File: src/rtl/pipo_share_arb.sv
// Two-requester arbitrated loader for a shared W-bit PIPO register with a post-load hold window.
// Define PIPO_ARB_RR_EN for round-robin tie-breaking; otherwise requester 0 wins ties.
`timescale 1ns/1ps
module pipo_share_arb #(
   parameter int unsigned W           = 4,
   parameter int unsigned HOLD_CYCLES = 2
) (
   input  logic         clk,
   input  logic         rst,
   input  logic         req0,
   input  logic         req1,
   input  logic [W-1:0] din0,
   input  logic [W-1:0] din1,
   output logic [W-1:0] out,
   output logic         gnt0,
   output logic         gnt1,
   output logic         upd,
   output logic         busy
);

   typedef enum logic [1:0] {IDLE, GRANT, HOLD} state_t;

   localparam logic [3:0] HOLD_LOAD = (HOLD_CYCLES > 0) ? 4'(HOLD_CYCLES - 1) : 4'd0;

   state_t       state, state_nxt;
   logic [3:0]   cnt, cnt_nxt;
   logic         ptr, ptr_nxt;
   logic [W-1:0] out_nxt;
   logic         gnt0_nxt, gnt1_nxt, upd_nxt, busy_nxt;
   logic         tie_win1, win1;

   // ptr is the last winner; in round-robin the other requester takes a tie
`ifdef PIPO_ARB_RR_EN
   assign tie_win1 = ~ptr;
`else
   assign tie_win1 = 1'b0;
`endif

   assign win1 = req1 & (~req0 | tie_win1);

   always_comb begin
      state_nxt = state;
      cnt_nxt   = cnt;
      ptr_nxt   = ptr;
      out_nxt   = out;
      gnt0_nxt  = 1'b0;
      gnt1_nxt  = 1'b0;
      upd_nxt   = 1'b0;
      case (state)
         IDLE: begin
            if (req0 | req1) begin
               state_nxt = GRANT;
               ptr_nxt   = win1;
               out_nxt   = win1 ? din1 : din0;
               gnt0_nxt  = ~win1;
               gnt1_nxt  = win1;
               upd_nxt   = 1'b1;
            end
         end
         GRANT: begin
            if (HOLD_CYCLES == 0) begin
               state_nxt = IDLE;
            end else begin
               state_nxt = HOLD;
               cnt_nxt   = HOLD_LOAD;
            end
         end
         HOLD: begin
            if (cnt == 4'd0) begin
               state_nxt = IDLE;
            end else begin
               cnt_nxt = cnt - 4'd1;
            end
         end
         default: state_nxt = IDLE;
      endcase
      busy_nxt = (state_nxt != IDLE);
   end

   always_ff @(posedge clk) begin
      if (rst) begin
         state <= IDLE;
         cnt   <= '0;
         ptr   <= 1'b1;
         out   <= '0;
         gnt0  <= 1'b0;
         gnt1  <= 1'b0;
         upd   <= 1'b0;
         busy  <= 1'b0;
      end else begin
         state <= state_nxt;
         cnt   <= cnt_nxt;
         ptr   <= ptr_nxt;
         out   <= out_nxt;
         gnt0  <= gnt0_nxt;
         gnt1  <= gnt1_nxt;
         upd   <= upd_nxt;
         busy  <= busy_nxt;
      end
   end

endmodule
File: config.mk
export PLATFORM = sky130hd
export DESIGN_NAME = pipo_share_arb
export DESIGN_NICKNAME = d
export VERILOG_FILES = /design/src/rtl/pipo_share_arb.sv
export SDC_FILE = /design/constraint.sdc
export NUM_CORES = 1
export LEC_CHECK = 0
export ABC_AREA = 1
export BUFFER_PORTS_ARGS = -buffer_cell sky130_fd_sc_hd__buf_2
export CAP_MARGIN = 40
export CORE_MARGIN = 5
export CORE_UTILIZATION = 45
export CTS_BUF_LIST = sky130_fd_sc_hd__clkbuf_8
export DETAILED_ROUTE_END_ITERATION = 6
export PLACE_DENSITY = 0.72
export SYNTH_ARGS = -nofsm -noshare
export SYNTH_HDL_FRONTEND = slang
export SYNTH_SLANG_ARGS = --single-unit
File: constraint.sdc
create_clock -name clk -period 2.05 [get_ports clk]
set_input_delay 0.3075 -clock clk [delete_from_list [all_inputs] [get_ports clk]]
set_output_delay 0.3075 -clock clk [all_outputs]
set_load 0.01 [all_outputs]
==> results of run 1 <==
path summary, 6_finish.rpt:
| check | start | slack, ns | to | cells past startpoint |
|---|---|---|---|---|
| worst max-delay path | cnt[0]$_SDFFE_PP0P_ | 0.93 | cnt[2]$_SDFFE_PP0P_ | 5 |
| worst min-delay path | din1[1] | 0.38 | out[1]$_SDFFE_PP0P_ | 5 |
| worst max register to register | cnt[0]$_SDFFE_PP0P_ | 0.93 | cnt[2]$_SDFFE_PP0P_ | 5 |
| worst min register to register | cnt[0]$_SDFFE_PP0P_ | 0.48 | cnt[0]$_SDFFE_PP0P_ | 2 |
final cells by class:
class,instances,area (um^2),share of cell area [%]
clock buffers,3,41.3,5.31
inverters,12,45.0,5.80
multi-input cells,60,297,38.2
flip-flops and latches,14,280,36.1
well taps,15,18.8,2.42
repair buffers,19,95.1,12.2
routing by layer:
layer  routed length (um)  vias up  part of all wire [%]  global-route usage, %
li1                     -      309                     -                      -
met1                  605      236                    47                   18.6
met2                  586       16                    46                   21.1
met3                   71        2                   5.6                   4.98
met4                   12        0                  0.94                   6.63
met5                    0        -                     0                      0
synthesized netlist by cell type, drive strengths merged:
master  count
nand2      24
nor2       16
dfxtp      14
inv        12
a21oi       5
nand3       5
o21ai       5
ha          2
a31oi       1
buf         1
nor3        1
xor2        1
power breakdown:
group          switching, mW  internal, mW  total [mW]
registers             0.0104         0.296       0.307
logic                 0.0739        0.0471       0.121
clock network         0.0818         0.129       0.211
total                  0.166         0.472       0.638
worst reg2reg max path, cell delays in order (launching register included):
cell     delay [ns]
dfxtp_1        0.32
inv_1          0.09
ha_1           0.24
a21oi_2        0.19
nand2_1        0.08
a21oi_1        0.13
per-stage QoR:
step | cell area, um^2 | total power, mW | hold WS, ns
3_5_place_dp | 736 | 0.435 | 0.471
5_1_grt | 777 | 0.687 | 0.387
2_1_floorplan | 627 | 0.394 | 0.452
4_1_cts | 777 | 0.647 | 0.378
6_report | 777 | 0.638 | 0.382
3_3_place_gp | 736 | 0.431 | 0.461
state kept, by name (all words and copies together), names as in the netlist:
signal,cells
cnt,4
gnt0,1
upd,1
out,4
state,2
gnt1,1
busy,1
cell families (layout without fill, tap and decap cells):
logic type | after synthesis | after routing | synth area share [%]
flip-flops | 14 | 14 | 44.7
adder cells (fa/ha/maj) | 2 | 2 | 3.99
AND/OR/NAND/NOR | 46 | 46 | 32.3
buffers and inverters | 13 | 34 | 7.98
AO/OA/AOI/OAI | 11 | 11 | 9.58
XOR/XNOR | 1 | 1 | 1.40
layout by cell type (no fill, tap or decap), types with 3 or more instances in the layout:
cell      count
a21oi_1       4
buf_2        19
clkbuf_8      3
dfxtp_1      14
inv_1         9
inv_2         3
nand2_1      22
nand3_1       5
nor2_1       13
o21ai_0       5
==> results_dict.tcl, run 1 <==
set metrics [dict create \
    synth_fp_nets 101 \
    core.rowCount 13 \
    cts_buffers 3 \
    hpwl_mm 1.04 \
    routed_wl_mm 1.27 \
    clk_latency_ns 0.23 \
    tightestPinTransition_ns 0.201 \
    pre_cts_slack_ns 0.941 \
    drt-pass1-iter-count 4 \
    cp_num_buf_inv 1 \
    yosys_warnings 0 \
    synth.top_cell.area_share_pct 44.7 \
    maxSlewViolCount 0 \
    layout_min_cycle_time_ns 1.12 \
    synth_seq_cells 14 \
    slowest_stage "dfxtp_1" \
    worstSetupPathType "reg2reg" \
    path_max_fanout 5 \
    syn_to_final_growth_pct 24.0 \
    grt_max_degree 10 \
    port_buffers 19 \
    final_cells 123 \
    viasPerCell 4.58 \
    cp_cell_sequence "inv_1, ha_1, a21oi_2, nand2_1, a21oi_1" \
    power.density_mw_per_mm2 822 \
    ios 20 \
    status "complete, no violations" \
    synthTopCellsByArea "dfxtp_1 (45%), nand2_1 (13%), nor2_1 (7.8%)" \
    cp-start-kind "flip-flop" \
    period_share_pct 54.5 \
    core-area_mm2 0.00132 \
    post_cts_buffers 0 \
    hold_class "in2reg" \
    yosysTopAreaCell "dfxtp_1" \
    finalSetupViolations 0 \
    cp.required_ns 2.22 \
    clk_path_buf_depth 2 \
    fillers 120 \
    vdd_drop_max_mv 0.440 \
    nNetsFinal 124 \
    yosysUniqueCellTypes 18 \
    synthCells 87 \
    leakage_nw 0.411 \
    die_h_um 47.3 \
    wl_per_cell_um 10.4 \
    antenna_cells 0 \
    synth-seq-area-share_pct 44.7 \
    antenna_found_initial 0 \
    avgSynthCellArea_um2 7.21 \
    vias 563 \
    utilization_pct 59.0 \
    netlist_area_um2 627 \
    drive_gt1_share_pct 28.7 \
    start_util_pct 47.6 \
    cts_hold_buf 0 \
    clkSinkCount 14 \
    cp_slowest_stage_delay_ns 0.32 \
    ant_nets 0 \
    grt_pass1_wl_mm 2.23 \
    cts-root-buf "clkbuf_8" \
    dieArea_mm2 0.00224 \
    worst_slack_ns 0.933 \
    track_usage_pct 14.4 \
    finalSetupTns_ns 0 \
    drc 0 \
    cts_resized 0 \
    worstSetupEndpointType "flip-flop" \
    cts_tree "yes" \
    cap_viol_max_count 0 \
    dp_cells 120 \
    drtIter0Drc 7 \
    gp_congestion 0.837 \
    grt_pass1_vias 529 \
    die_w_um 47.3 \
    htree_levels 1 \
    cp_top_family "flip-flops" \
    hold_viol_final 0 \
    crit_arrival_ns 1.28 \
    clk_pin_slew_ns 0.05 \
    clock-skew-final_ns 0.00360 \
    rsz0062_at_grt "false" \
    globalRoute.totalOverflow 0 \
    fmax_ghz 0.895 \
    slew_headroom_pct 86.6 \
]
Power figures use the tool's default switching activity.
==> run 2, diff against run 1 <==
==> constraint.sdc (replaced) <==
create_clock -name clk -period 1.04 [get_ports clk]
set_input_delay 0.156 -clock clk [delete_from_list [all_inputs] [get_ports clk]]
set_output_delay 0.156 -clock clk [all_outputs]
set_load 0.01 [all_outputs]
==> run 2 against run 1 <==
Against the previous run:
- flip-flop and latch count unchanged
- clock skew increased by 0.0017 ns
- sequential share of layout area decreased by 3.2 points
- first-iteration DRC count increased by 140%
- total power increased by 120%
- global-route usage increased by 0.31 points
- hold slack got worse by 0.17 ns
- fmax increased by 9.1%
- critical path depth unchanged
- worst setup slack got worse by 0.92 ns
- clock power increased to 2.5 times the previous value
- critical path type unchanged
- critical endpoint unchanged
==> results_dict.tcl, run 2 (synthesis gave the netlist of run 1 again) <==
set metrics [dict create \
    crit_arrival_ns 1.20 \
    core-area_mm2 0.00132 \
    p_sw_uw 376 \
    layout_min_cycle_time_ns 1.02 \
    drc 0 \
    swShare_pct 26.4 \
    ant_nets 0 \
    start_util_pct 47.6 \
    hold_class "in2reg" \
    htree_levels 1 \
    maxSlewViolCount 0 \
    rr_worst_depth 5 \
    combPwrFrac_pct 20.2 \
    dieArea_mm2 0.00224 \
    utilization_pct 65.3 \
    hpwl_um 971 \
    share_seq_of_total_power_pct 42.6 \
    holdWs_ns 0.216 \
    clk_path_buf_depth 2 \
    worstSetupPathType "reg2reg" \
    core.rowCount 13 \
    globalRoute.totalOverflow 0 \
    min_to "out[1]$_SDFFE_PP0P_" \
    hold_viol_final 0 \
    power.density_mw_per_mm2 1650 \
    worstSetupEndpointType "flip-flop" \
    finalSetupViolations 0 \
    routed_wl_mm 1.36 \
    clock-skew-final_ns 0.00534 \
    period_share_pct 98.4 \
    grt_max_degree 10 \
    gp_congestion 0.822 \
    nNetsFinal 130 \
    cp.required_ns 1.22 \
    clkSinkCount 14 \
    drtIter0Drc 17 \
    vias 619 \
    cts_buffers 3 \
    fmax_ghz 0.977 \
    worst_slack_ns 0.0162 \
    cts-root-buf "clkbuf_8" \
    antenna_cells 0 \
    clk_latency_ns 0.25 \
    ios 20 \
    leakage_nw 0.450 \
    drt-pass1-iter-count 4 \
    fillers 117 \
    r2r_start "cnt[0]$_SDFFE_PP0P_" \
    drive_gt1_share_pct 38.3 \
    pre_cts_slack_ns -0.0609 \
    cap_viol_max_count 0 \
    status "complete, no violations" \
    grt_pass1_wl_mm 2.24 \
    die_h_um 47.3 \
    tightestPinTransition_ns 0.233 \
    cts_hold_buf 0 \
    rrSetupSlack_ns 0.02 \
    cp-start-kind "flip-flop" \
    wl_per_cell_um 10.5 \
    port_buffers 19 \
    final_common_cell "nand2_1" \
    antenna_found_initial 0 \
    mostFrequentLayoutCells "nand2_1 (21), buf_2 (19), nor2_1 (13)" \
    viasPerCell 4.76 \
    vdd_drop_max_mv 0.979 \
    top_regs "cnt x4, out x4, state x2" \
    rsz0062_at_grt "true" \
    syn_to_final_growth_pct 37.3 \
    path_max_fanout 4 \
    clk_pin_slew_ns 0.06 \
    intPower_mw 1.05 \
    track_usage_pct 14.7 \
    hold_depth 5 \
    hold_start "din1[1]" \
    cts_tree "yes" \
    worstReg2RegEnd "cnt[2]$_SDFFE_PP0P_" \
    die_w_um 47.3 \
    slew_headroom_pct 84.4 \
    grt_pass1_vias 572 \
    p_clk_share_pct 37.1 \
]
run 2: cell count changes in the layout (fill, tap and decap cells not counted), sizes merged:
cell    delta
clkbuf     +1
buf        +6
run 2: layout make-up:
cell class              count  area (um^2)  area share, %
well taps                  15         18.8           2.18
inverters                  12         47.5           5.52
flip-flops and latches     14          283           32.8
clock buffers               4         55.1           6.40
multi-input cells          60          317           36.8
repair buffers             25          140           16.3
run 2: how the worst max path moves through the flow:
stage	startpoint	to	slack, ns	cells after the start
after detailed placement	cnt[0]$_SDFFE_PP0P_	cnt[0]$_SDFFE_PP0P_	-0.06	7
after global placement	cnt[0]$_SDFFE_PP0P_	cnt[0]$_SDFFE_PP0P_	-0.01	7
final	cnt[0]$_SDFFE_PP0P_	cnt[2]$_SDFFE_PP0P_	0.02	5
after global routing	cnt[0]$_SDFFE_PP0P_	cnt[0]$_SDFFE_PP0P_	-0.02	7
after floorplan	cnt[0]$_SDFFE_PP0P_	cnt[0]$_SDFFE_PP0P_	0.02	7
after CTS	cnt[0]$_SDFFE_PP0P_	cnt[0]$_SDFFE_PP0P_	0.005	7
run 2: routing by layer:
layer	vias to the layer above	wire length [um]	track usage [%]	part of all wire (%)
met4	0	8	6.63	0.59
met1	268	606	17.7	44
met3	2	93	6.90	6.8
met2	24	653	21.9	48
li1	325	-	-	-
met5	-	0	0	0
run 2: critical path: stages, from the launching register on:
cell	delay (ns)
dfxtp_2	0.35
inv_4	0.05
ha_4	0.16
a21oi_2	0.18
nand2_1	0.08
a21oi_1	0.13
run 2: power by group through the flow:
stage / registers [mW] / logic [mW] / clock network, mW
6_report: 0.607 / 0.288 / 0.529
3_5_place_dp: 0.614 / 0.263 / 0
3_3_place_gp: 0.613 / 0.258 / 0
2_1_floorplan: 0.629 / 0.147 / 0
5_1_grt: 0.612 / 0.321 / 0.574
4_1_cts: 0.607 / 0.286 / 0.541
run 2: metrics by stage:
stage               cells  total power [mW]  setup TNS, ns  instance area, um^2
floorplan              87             0.777              0                  629
global placement      124             0.871        -0.0120                  768
detailed placement    124             0.876         -0.110                  768
CTS                   130              1.43              0                  855
global route          130              1.51        -0.0653                  861
finish                130              1.42              0                  861
run 2: timing repair:
item	4_1_cts	5_1_grt
pin swaps	3	2
setup buffers	2	0
gates resized for setup	6	4
endpoints found under the setup margin	4	5
hold endpoints to repair	0	0
==> run 3, diff against run 2 <==
--- a/config.mk
+++ b/config.mk
@@ -13,6 +13,7 @@
 export CTS_BUF_LIST = sky130_fd_sc_hd__clkbuf_8
 export DETAILED_ROUTE_END_ITERATION = 6
 export PLACE_DENSITY = 0.72
+export REMOVE_ABC_BUFFERS = 1
 export SYNTH_ARGS = -nofsm -noshare
 export SYNTH_HDL_FRONTEND = slang
 export SYNTH_SLANG_ARGS = --single-unit
==> run 3 against run 2 <==
Against the previous run:
- the flow now finishes with violations (setup timing)
- critical path type unchanged
- hold slack worse by 0.025 ns
- critical endpoint unchanged
- sequential power is 1% higher
- design area is 6.4% higher
- die area stayed put
==> results_dict.tcl, run 3 (synthesis gave the netlist of run 1 again) <==
set metrics [dict create \
    top_regs "cnt x4, out x4, state x2" \
    gp_congestion 0.806 \
    core-area_mm2 0.00132 \
    routed_wl_mm 1.59 \
    leakage_nw 0.438 \
    fmax_ghz 0.945 \
    antenna_found_initial 0 \
    clkSinkCount 14 \
    r2r_start "cnt[0]$_SDFFE_PP0P_" \
    violations "setup timing" \
    worst_slack_ns -0.0181 \
    vdd_drop_max_mv 1.36 \
    mostFrequentLayoutCells "nand2_1 (21), buf_2 (19), nor2_1 (10)" \
    finalSetupTns_ns -0.0307 \
    cp_cell_sequence "inv_4, ha_4, a21oi_4, nand2_1, a21oi_2" \
    path_max_fanout 4 \
    grt_max_degree 10 \
    pre_cts_slack_ns -0.0755 \
    die_w_um 47.3 \
    cts_tree "yes" \
    drive_gt1_share_pct 51.3 \
    cp_slowest_stage_delay_ns 0.36 \
    hpwl_mm 1.02 \
    rsz0062_at_grt "true" \
    cp.required_ns 1.22 \
    vias 624 \
    drc 0 \
    period_share_pct 102 \
    antenna_cells 0 \
    swShare_pct 28.7 \
    worstSetupEndpointType "flip-flop" \
    slowest_stage "dfxtp_2" \
    htree_levels 1 \
    clk_path_buf_depth 2 \
    crit_arrival_ns 1.23 \
    tightestPinTransition_ns 0.270 \
    grt_pass1_wl_mm 2.24 \
    cts_hold_buf 0 \
    finalSetupViolations 2 \
    die_h_um 47.3 \
    p_sw_uw 425 \
    ant_nets 0 \
    power.density_mw_per_mm2 1610 \
    start_util_pct 47.6 \
    hold_start "din1[0]" \
    combPwrFrac_pct 21.4 \
    clk_latency_ns 0.26 \
    cp-start-kind "flip-flop" \
    viasPerCell 4.88 \
    clock-skew-final_ns 0.00695 \
    min_to "out[0]$_SDFFE_PP0P_" \
    drt-pass1-iter-count 4 \
    drtIter0Drc 6 \
    worstReg2RegEnd "cnt[2]$_SDFFE_PP0P_" \
    syn_to_final_growth_pct 46.1 \
    fillers 103 \
    cp_top_family "flip-flops" \
    wl_per_cell_um 12.4 \
    slew_headroom_pct 81.9 \
    globalRoute.totalOverflow 0 \
    layout_min_cycle_time_ns 1.06 \
    p_clk_share_pct 37.1 \
    dieArea_mm2 0.00224 \
    hold_class "in2reg" \
    final_common_cell "nand2_1" \
    nNetsFinal 128 \
    core.rowCount 13 \
    status "finished, violations left" \
    hold_depth 5 \
    cts-root-buf "clkbuf_8" \
    port_buffers 19 \
    hold_viol_final 0 \
    rrSetupSlack_ns -0.02 \
    intPower_mw 1.05 \
    cp_num_buf_inv 1 \
    ios 20 \
    track_usage_pct 15.5 \
    grt_pass1_vias 568 \
    share_seq_of_total_power_pct 41.5 \
    cap_viol_max_count 0 \
    rr_worst_depth 5 \
    clk_pin_slew_ns 0.06 \
    maxSlewViolCount 0 \
    worstSetupPathType "reg2reg" \
    cts_buffers 3 \
]
-- run 3: cell count changes in the layout (fill, tap and decap cells not counted), sizes merged --
| cell | change |
|---|---|
| buf | -2 |
-- run 3: routing by layer --
metal	global-route usage [%]	wire length (um)
met1	16.3	642
met5	0	0
met2	24.1	808
met3	5.75	92
met4	13.3	48
-- run 3: power groups by stage --
stage	sequential, mW	clock (mW)	combinational [mW]
after floorplan	0.629	0	0.141
after global placement	0.612	0	0.258
after detailed placement	0.614	0	0.262
after CTS	0.604	0.545	0.271
after global routing	0.617	0.594	0.349
final	0.613	0.548	0.317
-- run 3: worst max path at each step --
stage	startpoint	end	slack (ns)	cells past startpoint
final	cnt[0]$_SDFFE_PP0P_	cnt[2]$_SDFFE_PP0P_	-0.02	5
after global routing	cnt[0]$_SDFFE_PP0P_	cnt[2]$_SDFFE_PP0P_	-0.09	5
after CTS	cnt[1]$_SDFFE_PP0P_	cnt[2]$_SDFFE_PP0P_	0.01	5
after detailed placement	cnt[0]$_SDFFE_PP0P_	cnt[2]$_SDFFE_PP0P_	-0.08	5
after global placement	cnt[0]$_SDFFE_PP0P_	cnt[3]$_SDFFE_PP0P_	-0.03	5
after floorplan	cnt[0]$_SDFFE_PP0P_	cnt[0]$_SDFFE_PP0P_	-0.003	6
-- run 3: final cells by class --
cell class / instances / area, um^2 / share of cell area (%)
multi-input combinational: 60 / 383 / 41.8
timing repair buffer: 23 / 125 / 13.7
clock buffer: 4 / 55.1 / 6.01
tap: 15 / 18.8 / 2.05
inverter: 12 / 47.5 / 5.19
sequential: 14 / 287 / 31.3
-- run 3: what timing repair did --
| item | in CTS | in global routing |
|---|---|---|
| resized for setup | 4 | 27 |
| endpoints found under the setup margin | 4 | 8 |
| buffers inserted | 0 | 0 |
| pin swaps | 2 | 12 |
-- run 3: stage by stage --
step,total power [mW],area (um^2),util [%],hold WS (ns),cells
floorplan,0.770,622,-,0.225,86
global placement,0.870,766,58.1,0.463,124
detailed placement,0.876,766,58.1,0.465,124
CTS,1.42,833,63.2,0.199,128
global route,1.56,916,69.5,0.211,128
finish,1.48,916,69.5,0.191,128
-- run 3: worst min-delay path, cell delays in order --
cell	delay (ns)
buf_2	0.07
nand2_1	0.04
nand2_1	0.05
nor2_1	0.03
nor2_1	0.06
